[src/rtl/fetch_unit.sv]
// ---------------------------------------------------------------------------
// fetch_unit
//
// Single-outstanding instruction fetch front end. It issues one word read at
// a time on a valid/ready instruction bus, holds the returned word for the
// decoder until it is accepted, and follows redirects (jump, taken branch,
// trap, mret) from the execute side.
//
// Ports
//   clk            in   1   rising-edge clock
//   reset_n        in   1   asynchronous active-low reset
//   mem_valid      out  1   instruction-bus request valid
//   mem_ready      in   1   bus response; mem_rdata valid in the same cycle
//   mem_address    out  32  word-aligned byte address of the request
//   mem_rdata      in   32  bus read data
//   instr_valid    out  1   held word available to the decoder
//   instr_ready    in   1   decoder accepts the held word
//   instr_data     out  32  held instruction word
//   instr_pc       out  32  address instr_data was fetched from
//   redirect_valid in   1   redirect request
//   redirect_pc    in   32  redirect target, bits [1:0] forced to 00
//
// States
//   BOOT  : one idle cycle after reset before the first request
//   FETCH : request to pc outstanding on the bus
//   DRAIN : request still outstanding, but its data is stale because a
//           redirect arrived; wait for the bus to finish, then restart at
//           target
//   HOLD  : word presented to the decoder, bus idle
//
// All outputs are decoded from registers only, so nothing depends
// combinationally on mem_rdata or instr_ready.
// ---------------------------------------------------------------------------
module fetch_unit #(
  parameter logic [31:0] RESET_PC = 32'h0000_0000
) (
  input  logic        clk,
  input  logic        reset_n,
  output logic        mem_valid,
  input  logic        mem_ready,
  output logic [31:0] mem_address,
  input  logic [31:0] mem_rdata,
  output logic        instr_valid,
  input  logic        instr_ready,
  output logic [31:0] instr_data,
  output logic [31:0] instr_pc,
  input  logic        redirect_valid,
  input  logic [31:0] redirect_pc
);

  localparam logic [1:0] S_BOOT  = 2'd0;
  localparam logic [1:0] S_FETCH = 2'd1;
  localparam logic [1:0] S_DRAIN = 2'd2;
  localparam logic [1:0] S_HOLD  = 2'd3;

  logic [1:0]  state_q,  state_d;
  logic [31:0] pc_q,     pc_d;
  logic [31:0] target_q, target_d;
  logic [31:0] idata_q,  idata_d;
  logic [31:0] ipc_q,    ipc_d;

  // Redirect targets are always word aligned; the low bits are dropped.
  logic [31:0] redir_pc;
  assign redir_pc = {redirect_pc[31:2], 2'b00};

  logic unused_redirect_lsbs;
  assign unused_redirect_lsbs = ^redirect_pc[1:0];

  // -------------------------------------------------------------------------
  // Next-state logic
  // -------------------------------------------------------------------------
  always_comb begin
    state_d  = state_q;
    pc_d     = pc_q;
    target_d = target_q;
    idata_d  = idata_q;
    ipc_d    = ipc_q;

    case (state_q)
      S_BOOT: begin
        if (redirect_valid) pc_d = redir_pc;
        state_d = S_FETCH;
      end

      S_FETCH: begin
        if (mem_ready) begin
          if (redirect_valid) begin
            // Returned word belongs to the old stream: drop it and
            // re-request at the target right away.
            pc_d = redir_pc;
          end else begin
            idata_d = mem_rdata;
            ipc_d   = pc_q;
            pc_d    = pc_q + 32'd4;   // wraps 0xFFFF_FFFC -> 0
            state_d = S_HOLD;
          end
        end else if (redirect_valid) begin
          // The bus request cannot be withdrawn, so keep pc (and hence
          // mem_address) put and park the new target until it completes.
          target_d = redir_pc;
          state_d  = S_DRAIN;
        end
      end

      S_DRAIN: begin
        if (redirect_valid) target_d = redir_pc;
        if (mem_ready) begin
          // A redirect in the completing cycle is newer than target_q.
          pc_d    = redirect_valid ? redir_pc : target_q;
          state_d = S_FETCH;
        end
      end

      S_HOLD: begin
        // Redirect wins over instr_ready: the held word is simply dropped.
        if (redirect_valid) begin
          pc_d    = redir_pc;
          state_d = S_FETCH;
        end else if (instr_ready) begin
          state_d = S_FETCH;
        end
      end

      default: state_d = S_BOOT;
    endcase
  end

  // -------------------------------------------------------------------------
  // State registers
  // -------------------------------------------------------------------------
  always_ff @(posedge clk or negedge reset_n) begin
    if (!reset_n) begin
      state_q  <= S_BOOT;
      pc_q     <= RESET_PC;
      target_q <= 32'd0;
      idata_q  <= 32'd0;
      ipc_q    <= 32'd0;
    end else begin
      state_q  <= state_d;
      pc_q     <= pc_d;
      target_q <= target_d;
      idata_q  <= idata_d;
      ipc_q    <= ipc_d;
    end
  end

  // -------------------------------------------------------------------------
  // Outputs (register-decoded only)
  // -------------------------------------------------------------------------
  assign mem_valid   = (state_q == S_FETCH) || (state_q == S_DRAIN);
  assign mem_address = pc_q;
  assign instr_valid = (state_q == S_HOLD);
  assign instr_data  = idata_q;
  assign instr_pc    = ipc_q;

endmodule

[config.mk]
export PLATFORM = sky130hd
export DESIGN_NAME = fetch_unit
export DESIGN_NICKNAME = d
export VERILOG_FILES = /design/src/rtl/fetch_unit.sv
export SDC_FILE = /design/constraint.sdc
export NUM_CORES = 1
export LEC_CHECK = 0
export CAP_MARGIN = 30
export CORE_UTILIZATION = 23
export DETAILED_ROUTE_END_ITERATION = 10
export PLACE_DENSITY = 0.47
export REMOVE_ABC_BUFFERS = 1
export SETUP_SLACK_MARGIN = 0.2
export SLEW_MARGIN = 20
export SYNTH_ARGS = -nofsm -noshare
export SYNTH_HDL_FRONTEND = slang
export SYNTH_SLANG_ARGS = --single-unit
[constraint.sdc]
create_clock -name clk -period 1.9 [get_ports clk]
set_clock_uncertainty 0.2 [all_clocks]
set_input_delay 0.285 -clock clk [delete_from_list [all_inputs] [get_ports clk]]
set_output_delay 0.285 -clock clk [all_outputs]
set_load 0.01 [all_outputs]
==> results.md <==
- Compared with the post-synthesis result, the final layout area differs by 74.8%.
- The number of detailed-route iterations in the first pass is 4.
- Measured on the finished design, the core utilization comes to 41.3%.
- The overall fraction of global-route tracks in use is 15.6%.
- The number of enable-type register cells in the synthesized netlist is 0.
- The largest voltage drop on the vdd net is 0.549 mV.
- Buffers placed on the I/O ports in this run total roughly 160.
- The critical path capture point type is a flip-flop.
- A synthesized cell averages 11.6 um2.
- The post-synthesis cell type count is 66.
- The detailed-placement wirelength estimate is 14.6 mm.
- The total count of max-transition violations in the final report was 0.
- For the finished layout, the period the worst path requires is about 2.1 ns.
- The Yosys step of the flow raised 0 warnings.
- The horizontal die dimension is 169 um.
- After floorplanning, the core was sized to cover 0.0272 mm2.
- The number of maximum-capacitance violations is 0.
- The number of setup violations in the final report is 128.
- The final worst setup slack is -0.207 ns.
- The checks that failed: setup timing.
- The total die area is around 0.029 mm2.
- The most used flip-flop cell after synthesis is dfrtp_1.
- The ratio of final minimum period to clock period is 111%.
- The via count of the first global-routing pass is ~5800.
- The worst hold path belongs to the class input port to async pin.
- The cell area after synthesis is ~0.0064 mm2.
- The final layout contains routed wiring with a total length of 22.4 mm.
- The power per cell area is 1650 mW/mm2.
- Sequential elements use 50.7% of the synthesized area.
- Entering global routing, the biggest net connects 48 pins.
- The count of mapped cells out of synthesis is between 500 and 600.
- The total grt overflow is 0.
- The clock tree from TritonCTS is built.
- In this run the core area contains 60 standard-cell rows.
- The final-report hold violation count is 0.
- The detail route stage leaves a number of antenna-violating nets equal to 0.
- The violation count after the first detailed-route iteration is between 200 and 250.
- The run finished, with violations left.
- The final routed DRC violation total is 0.
- The final layout contains 931 nets.
- The count of pins on the block boundary is 167.
- The initial utilization of the core area, before any placement, comes to 23.6%.
- TritonCTS created 17 clock buffers.
- The total clock sinks is 130.
- The cell leakage power is 0.00559 uW.
- After the flow finishes, the layout carries non-filler instances totaling approximately 1200.
- The worst slew margin relative to its limit is 69.3%.
- The kind of critical path is flip-flop to flip-flop.
- For the worst setup path, the data arrival time is 2.21 ns.
- After detailed placement, the design holds a cell count of 1159.
- The first global-routing pass estimated 33.6 mm of wire.
- The worst-skew pair later-pin latency is 0.43 ns.
- The proportion of synthesized flip-flops having asynchronous set or reset is between 90% and 100%.
- After synthesis the netlist holds a flip-flop and latch count of 130.
- Setup repair after global routing could not meet its margin everywhere.
- After clock tree synthesis, the clock-pin slew on the worst setup and hold paths is 0.06 ns.
- The final routed wire length divided by cell count is 18.0 um.
- Routability-driven placement finished with a final weighted congestion of 0.742.
- The count of filler cells inserted in the layout is approximately 2600.
- After detailed routing, the number of vias per cell comes to 4.64.
- The count of inserted antenna diode cells is 0.
- Timing would allow up to roughly 470 MHz.
- At the worst endpoint, the required time is 2.00 ns.
- The top cell types in the final layout, fill and taps aside, are dfrtp_1 (121), buf_4 (91), dlymetal6s2s_1 (79), clkdlybuf4s50_1 (66), mux2_2 (61).
- The top fanout value on the critical path is 5.
- The critical path launch point type is a flip-flop.
- The buffer cell driving the clock tree root is clkbuf_16.
- The slew at the pin with the worst max-slew slack is 0.460 ns.
- The maximum level of the CTS H-tree is 4.
- The maximum root-to-sink buffer count is 2.
- The number of antenna violations at the first check in global routing is 0.
- Measured along the y axis, the die boundary spans 169 um.
- Of the cells placed in the final design, the portion with a size suffix greater than 1 is 44.5%.
- For this block, the via count after detailed routing is 5765.
- The commonest non-fill, non-tap cell in the layout is dfrtp_1.
-- Yosys cell counts (all sizes together) (12+ instances only) --
| cell | count | area [um2] |
|---|---|---|
| nand3 | 13 | 70.1 |
| nand2 | 34 | 130 |
| buf | 31 | 203 |
| o21ai | 55 | 287 |
| nand4 | 17 | 128 |
| a22oi | 13 | 97.6 |
| xor2 | 12 | 105 |
| nor3 | 19 | 105 |
| a221oi | 15 | 138 |
| nor2 | 22 | 95.1 |
| dfrtp | 130 | 3250 |
| mux2 | 98 | 1100 |
-- flip-flops by register name (all words and copies together), names as in the netlist --
name and count:
state_q 2, instr_pc 32, target_q 32, instr_data 32
mem_address 32
-- worst max-delay path: stages, from the launching register on --
cell and delay [ns]:
dfrtp_1 0.40, buf_6 0.13, ha_4 0.17, buf_8 0.14, o21ai_4 0.20, o21ai_4 0.15
a211o_1 0.35, a41oi_2 0.16, o21ai_1 0.08
-- worst paths after layout --
path	depth (start not counted)	slack, ns	end	from
min	2	0.14	instr_pc[12]$_DFFE_PN0P_	reset_n
min reg2reg	2	0.28	instr_pc[28]$_DFFE_PN0P_	instr_pc[28]$_DFFE_PN0P_
max	8	-0.21	mem_address[19]$_DFFE_PN0P_	state_q[0]$_DFFE_PN0P_
max in group asynchronous	3	0.76	mem_address[26]$_DFFE_PN0P_	reset_n
min in group clk	2	0.27	instr_data[2]$_DFFE_PN0P_	mem_rdata[2]
max reg2reg	8	-0.21	mem_address[19]$_DFFE_PN0P_	state_q[0]$_DFFE_PN0P_
-- metrics by stage --
step                area (um2)  total power (uW)  worst slack (ns)  hold slack, ns  TNS (ns)
global placement          9190             12600            -0.585         -0.0102    -53.36
global route             11200             19700            -0.266           0.160    -25.45
floorplan                 6200              8210             -1.58          -0.211   -160.47
CTS                      10500             17800            -0.210           0.135    -19.60
finish                   11200             18600            -0.207           0.137    -18.68
detailed placement        9190             12700            -0.612        -0.00848    -55.90
-- layout make-up --
| class | instances | area (um2) | area share (%) |
|---|---|---|---|
| multi-input cells | 384 | 3500 | 31.2 |
| repair buffers | 318 | 3310 | 29.5 |
| flip-flops and latches | 130 | 3260 | 29.1 |
| clock buffers | 20 | 467 | 4.16 |
| well taps | 372 | 465 | 4.15 |
| clock inverters | 12 | 180 | 1.61 |
| inverters | 7 | 31.3 | 0.279 |
-- kinds of logic (layout without fill, tap and decap cells) --
family          Yosys count  after routing  share of synthesized area, %
buf+inv                  43            357                          3.86
simple gates            132            133                          11.3
mux                     100            100                          17.5
flops                   130            130                          50.7
fa+ha+maj                 4              4                         0.780
compound gates          128            130                          13.6
xor+xnor                 17             17                          2.32
-- routing by layer --
metal / vias to the layer above / routed length [um] / GRT usage, %
met5: - / 0 / 0
met4: 0 / 495 / 5.17
met3: 33 / 1100 / 3.58
met2: 194 / 10300 / 24.8
met1: 2859 / 10500 / 20.8
li1: 2679 / - / -
-- report_power, final --
group / switching [uW] / internal (uW) / total (uW) / leakage (uW)
Sequential: 797 / 4060 / 4860 / 0.00158
Clock: 1340 / 2310 / 3650 / 0.000312
Combinational: 4400 / 5640 / 10000 / 0.00369
Total: 6540 / 12000 / 18600 / 0.00559
-- repair_timing --
action                                 in CTS  in global routing
setup buffers                              20                 25
hold buffers                                1                  0
endpoints found under the hold margin     130                  0
resized for setup                         168                171
gates cloned                                4                  2
setup endpoints to repair                 226                221
pin swaps                                  31                 19
(Power assumes the default switching activity.)
